`config.mk`:
```
export PLATFORM = sky130hd
export DESIGN_NAME = key_display_scheduler_flat
export DESIGN_NICKNAME = d
export VERILOG_FILES = /design/src/rtl/key_display_scheduler_if.sv /design/src/rtl/key_display_scheduler.sv /design/src/flat_wrapper.sv
export SDC_FILE = /design/constraint.sdc
export NUM_CORES = 1
export LEC_CHECK = 0
export BUFFER_PORTS_ARGS = -buffer_cell sky130_fd_sc_hd__buf_2
export CAP_MARGIN = 10
export CORE_UTILIZATION = 58
export CTS_CLUSTER_DIAMETER = 100
export DETAILED_ROUTE_END_ITERATION = 12
export HOLD_SLACK_MARGIN = 0.08
export PLACE_DENSITY = 0.9
export SETUP_SLACK_MARGIN = 0.3
export SYNTH_ARGS = -nofsm -noshare
export SYNTH_HDL_FRONTEND = slang
export SYNTH_SLANG_ARGS = --single-unit
export TNS_END_PERCENT = 1
```
`constraint.sdc`:
```
create_clock -name clk -period 2.08 [get_ports clk]
set_clock_uncertainty 0.1 [all_clocks]
set_input_delay 0.104 -clock clk [delete_from_list [all_inputs] [get_ports clk]]
set_output_delay 0.104 -clock clk [all_outputs]
set_load 0.01 [all_outputs]
```
`src/rtl/key_display_scheduler_if.sv`:
```
// key_display_scheduler_if: scan-code input and multiplexed digit-bus output bundle.
interface key_display_scheduler_if;
    logic       i_sc_valid;
    logic [7:0] i_sc;
    logic       i_clear;
    logic [3:0] o_digit;
    logic       o_blank;
    logic [3:0] o_seg_en;
    logic [2:0] o_key_count;
    modport slave (input i_sc_valid, i_sc, i_clear, output o_digit, o_blank, o_seg_en, o_key_count);
    modport master (output i_sc_valid, i_sc, i_clear, input o_digit, o_blank, o_seg_en, o_key_count);
endinterface

```
`src/rtl/key_display_scheduler.sv`:
```
// key_display_scheduler: PS/2 make-code filter, 4-key BCD buffer and digit-bus multiplexer.
// Define KEY_DISP_BLANK_EN to drive empty slots dark.
module key_display_scheduler #(
    parameter int         REFRESH_DIV = 50000,
    parameter logic [7:0] BREAK_CODE  = 8'hF0,
    parameter logic [7:0] EXT_CODE    = 8'hE0
) (
    input logic clk,
    input logic rst,
    key_display_scheduler_if.slave bus
);
    localparam int CW = REFRESH_DIV > 1 ? $clog2(REFRESH_DIV) : 1;
    typedef enum logic {IDLE, BREAK} state_t;
    state_t r_state, w_state_next;
    logic w_push, w_tc;
    logic [3:0] w_code;
    logic [3:0] r_slot [4];
    logic [2:0] r_count;
    logic [CW-1:0] r_cnt;
    logic r_tc;
    logic [1:0] r_idx;
    logic [3:0] r_digit, r_seg_en;
    logic r_blank;
    always_comb begin
        w_state_next = r_state;
        w_push = 1'b0;
        if (bus.i_sc_valid && !bus.i_clear) begin
            if (r_state == BREAK) w_state_next = IDLE;
            else if (bus.i_sc == BREAK_CODE) w_state_next = BREAK;
            else w_push = bus.i_sc != EXT_CODE;
        end
    end
    always_comb begin
        w_code = 4'hE;
        case (bus.i_sc)
            8'h45: w_code = 4'd0;
            8'h16: w_code = 4'd1;
            8'h1E: w_code = 4'd2;
            8'h26: w_code = 4'd3;
            8'h25: w_code = 4'd4;
            8'h2E: w_code = 4'd5;
            8'h36: w_code = 4'd6;
            8'h3D: w_code = 4'd7;
            8'h3E: w_code = 4'd8;
            8'h46: w_code = 4'd9;
            default: w_code = 4'hE;
        endcase
    end
    assign w_tc = r_cnt == CW'(REFRESH_DIV - 1);
    always_ff @(posedge clk) begin
        if (!rst) r_state <= IDLE;
        else r_state <= w_state_next;
    end
    // Valid slots are always a contiguous run from slot 0, so key_count doubles as the valid mask.
    always_ff @(posedge clk) begin
        if (!rst || bus.i_clear) begin
            for (int i = 0; i < 4; i++) r_slot[i] <= 4'd0;
            r_count <= 3'd0;
        end else if (w_push) begin
            r_slot[0] <= w_code;
            for (int i = 1; i < 4; i++) r_slot[i] <= r_slot[i-1];
            r_count <= r_count == 3'd4 ? 3'd4 : r_count + 3'd1;
        end
    end
    // The terminal count is registered, so the digit outputs move one cycle after the wrap.
    always_ff @(posedge clk) begin
        if (!rst) begin
            r_cnt <= '0;
            r_tc <= 1'b0;
            r_idx <= 2'd0;
            r_seg_en <= 4'b1111;
            r_digit <= 4'd0;
            r_blank <= 1'b0;
        end else begin
            r_cnt <= w_tc ? '0 : r_cnt + CW'(1);
            r_tc <= w_tc;
            if (r_tc) begin
                r_idx <= r_idx + 2'd1;
                r_seg_en <= ~(4'b0001 << r_idx);
                r_digit <= r_slot[r_idx];
`ifdef KEY_DISP_BLANK_EN
                r_blank <= r_count <= {1'b0, r_idx};
`else
                r_blank <= 1'b0;
`endif
            end
        end
    end
    assign bus.o_digit = r_digit;
    assign bus.o_blank = r_blank;
    assign bus.o_seg_en = r_seg_en;
    assign bus.o_key_count = r_count;
endmodule
```
`src/flat_wrapper.sv`:
```
// flat-port wrapper written by rule: the top's interface ports become plain ports
module key_display_scheduler_flat 
#(
    parameter int         REFRESH_DIV = 50000,
    parameter logic [7:0] BREAK_CODE  = 8'hF0,
    parameter logic [7:0] EXT_CODE    = 8'hE0
)
  (clk, rst, bus_i_sc_valid, bus_i_sc, bus_i_clear, bus_o_digit, bus_o_blank, bus_o_seg_en, bus_o_key_count);
  key_display_scheduler_if bus_i ();
  input logic clk;
  input logic rst;
  input wire logic [$bits(bus_i.i_sc_valid)-1:0] bus_i_sc_valid;
  input wire logic [$bits(bus_i.i_sc)-1:0] bus_i_sc;
  input wire logic [$bits(bus_i.i_clear)-1:0] bus_i_clear;
  output wire logic [$bits(bus_i.o_digit)-1:0] bus_o_digit;
  output wire logic [$bits(bus_i.o_blank)-1:0] bus_o_blank;
  output wire logic [$bits(bus_i.o_seg_en)-1:0] bus_o_seg_en;
  output wire logic [$bits(bus_i.o_key_count)-1:0] bus_o_key_count;
  assign bus_i.i_sc_valid = bus_i_sc_valid;
  assign bus_i.i_sc = bus_i_sc;
  assign bus_i.i_clear = bus_i_clear;
  assign bus_o_digit = bus_i.o_digit;
  assign bus_o_blank = bus_i.o_blank;
  assign bus_o_seg_en = bus_i.o_seg_en;
  assign bus_o_key_count = bus_i.o_key_count;
  key_display_scheduler #(.REFRESH_DIV(REFRESH_DIV), .BREAK_CODE(BREAK_CODE), .EXT_CODE(EXT_CODE)) u_core (.clk(clk), .rst(rst), .bus(bus_i));
endmodule
```
==> impl_metrics.py <==
metrics = {
    "place": {
        "dp_hpwl_um": 2820,
        "routabilityCongestion": 0.808,
        "place_area_sq_mm": 0.00247,
        "place_inst": 288,
        "io_buffers": 22,
    },
    "logic_synthesis": {
        "synth_area_leaders": "dfxtp_1 (26%), edfxtp_1 (20%), and2_1 (4.5%)",
        "synth_cells": 229,
        "synth_ff_type": "dfxtp_1",
        "ys_types": 43,
        "synth_commonest_cells": "dfxtp_1 (31), nor2_1 (23), and2_1 (17)",
        "yosysMostFrequentCell": "dfxtp_1",
        "synth-seq-cells": 47,
        "mappedNetlistNets": 248,
        "synth_edf_count": 16,
        "ys_seq_area_share_pct": 46.9,
        "yosysTopAreaCellShare_pct": 26.4,
        "synth_area_sq_mm": 0.00235,
        "synth_top_area_cell": "dfxtp_1",
        "yosys_warnings": 0,
        "synth.avg_cell_area_sq_um": 10.3,
        "async_flop_share_pct": 0,
    },
    "floorplan": {
        "die_y_um": 65.6,
        "ios": 24,
        "die_w_um": 65.6,
        "die_area_sq_mm": 0.00431,
        "core-area_sq_mm": 0.00377,
        "initial_core_util_pct": 62.3,
        "std_cell_rows": 22,
    },
    "cts": {
        "clkLatencyLatePin_ns": 0.30,
        "cts.htree.levels": 2,
        "path_clk_slew_ns": 0.09,
        "cts_tree": "built",
        "clock_path_buffers": 2,
        "cts.sinks": 47,
        "cts_buffers": 5,
        "cts_root_buf": "clkbuf_8",
        "cts_setup_buffers": 0,
    },
    "drt": {
        "routed_wl_um": 3930,
        "viasPerCell": 5.54,
        "drt_iter0_drc": 101,
        "remaining_drc_errors": 0,
        "dr.pass1.iters": 4,
        "drt-wirelength-per-cell_um": 13.2,
        "ant_nets": 0,
        "via_count": 1652,
    },
    "worst_hold_path": {
        "worstHoldPathType": "in -> reg",
    },
    "setup_path": {
        "endpoint_kind": "flip-flop",
        "start_kind": "flip-flop",
        "crit_fanout": 14,
        "critical_path_class": "reg -> reg",
        "critPathRequiredTime_ns": 2.16,
        "critPathArrivalTime_ns": 1.84,
    },
    "sta": {
        "timing.fmax_mhz": 569,
        "hold_viol": 0,
        "tightest_slew_ns": 0.520,
        "relSlewSlack_pct": 65.3,
        "setup_tns_ns": 0,
        "post-route-min-period_ns": 1.76,
        "finalSetupViolCount": 0,
        "slew_viol_final": 0,
        "fin_crit_sh_pct": 84.5,
        "rsz0062_at_grt": "yes",
    },
    "pwr": {
        "ir_drop_v": 0.000333,
        "power_leakage_nw": 0.992,
        "pwr_density_cell_mw_per_mm2": 624,
    },
    "status": {
        "status": "completed",
    },
    "cells_and_area": {
        "area_growth_pct": 10.2,
        "post-route-util_pct": 68.6,
        "finalNonFillerCells": 298,
        "fin_nets": 268,
        "fillerInstances": 275,
        "fin_area_sq_mm": 0.00259,
        "drive_above_1_share_pct": 16.4,
        "diodes": 0,
    },
    "grt": {
        "antenna_found_initial": 0,
        "grt_max_degree": 18,
        "grt_first_pass_wirelength_um": 6620,
        "grt_overflow": 0,
        "grt_use_total_pct": 20.3,
        "grt_pass1_vias": 1517,
    },
    "flow_run": {
        "drv_cap": 0,
    },
}
sequential cells by signal (all words and copies together) (netlist names):
name,flops
u_core.r_tc,1
u_core.bus.o_seg_en,4
u_core.r_state,1
u_core.r_slot,16
u_core.bus.o_digit,4
u_core.bus.o_key_count,3
u_core.r_idx,2
u_core.r_cnt,16
kinds of logic after synthesis:
group	count (synthesis)	synth area share [%]
muxes	13	7.73
other	1	0.160
AOI/OAI and AO/OA	16	4.42
DFF	47	46.9
and+or+nand+nor	108	27.0
buffers and inverters	20	3.73
xor gates and xnor gates	17	6.34
adders and majority gates	7	3.73
metrics by stage:
stage | hold slack (ns) | power (mW) | setup WS [ns]
2_1_floorplan | 0.132 | 1.08 | 0.423
5_1_grt | 0.145 | 1.69 | 0.259
4_1_cts | 0.127 | 1.63 | 0.325
6_report | 0.127 | 1.61 | 0.323
3_3_place_gp | 0.314 | 1.10 | 0.363
3_5_place_dp | 0.318 | 1.11 | 0.291
report_power, final:
part	leakage, nW	switching, mW	total, mW	internal, mW
clock network	0.0392	0.293	0.522	0.228
logic	0.517	0.0591	0.109	0.0499
registers	0.436	0.0141	0.984	0.969
critical path, cell delays in order (launching register included):
cell and delay, ns:
dfxtp_1 0.35, or4b_1 0.54, nor4_2 0.30, or2b_4 0.27, nor2_1 0.08
final cells by class:
cell class                 count  area, sq um  area share [%]
multi-input combinational    162         1170            45.2
inverter                       7         26.3            1.02
clock inverter                 3         15.0           0.580
tap                           48         60.1            2.32
clock buffer                   5         68.8            2.66
timing repair buffer          26          148            5.71
sequential                    47         1100            42.6
layout by cell type (no fill, tap or decap), types with 3 or more instances in the layout:
cell type,count
nand2_1,13
clkbuf_8,5
edfxtp_1,16
and4_1,4
xor2_1,12
xnor2_1,5
and4b_1,3
nor2_1,23
nand3_1,10
nand4_1,9
dfxtp_1,31
nor3b_1,3
o21ai_0,6
and2_1,17
mux2i_1,8
inv_1,7
a21oi_1,3
mux4_2,4
nor2b_1,8
ha_1,7
buf_2,21
metal layers:
metal	vias up	share of wire, %	GRT usage, %
met5	-	0	0
met4	0	1.6	10.1
met3	5	2.4	3.13
met2	32	47	32.5
met1	769	49	26.5
li1	846	-	-
timing repair:
item	in CTS	in global routing
hold buffers	2	0
gates resized for setup	1	2
endpoints found under the setup margin	13	27
pin swaps	0	0
hold endpoints to repair	6	0
worst paths after layout:
kind                                             startpoint  cells after the start  slack (ns)                           endpoint
worst max-delay path            u_core.r_cnt[10]$_SDFF_PP0_                      4        0.32         u_core.r_cnt[6]$_SDFF_PP0_
worst min-delay path                            bus_i_sc[7]                      4        0.13  u_core.r_slot[0][0]$_SDFFCE_PN0P_
worst max register to register  u_core.r_cnt[10]$_SDFF_PP0_                      4        0.32         u_core.r_cnt[6]$_SDFF_PP0_
worst min register to register   u_core.r_cnt[0]$_SDFF_PP0_                      1        0.38         u_core.r_cnt[0]$_SDFF_PP0_
Power figures use the tool's default switching activity.
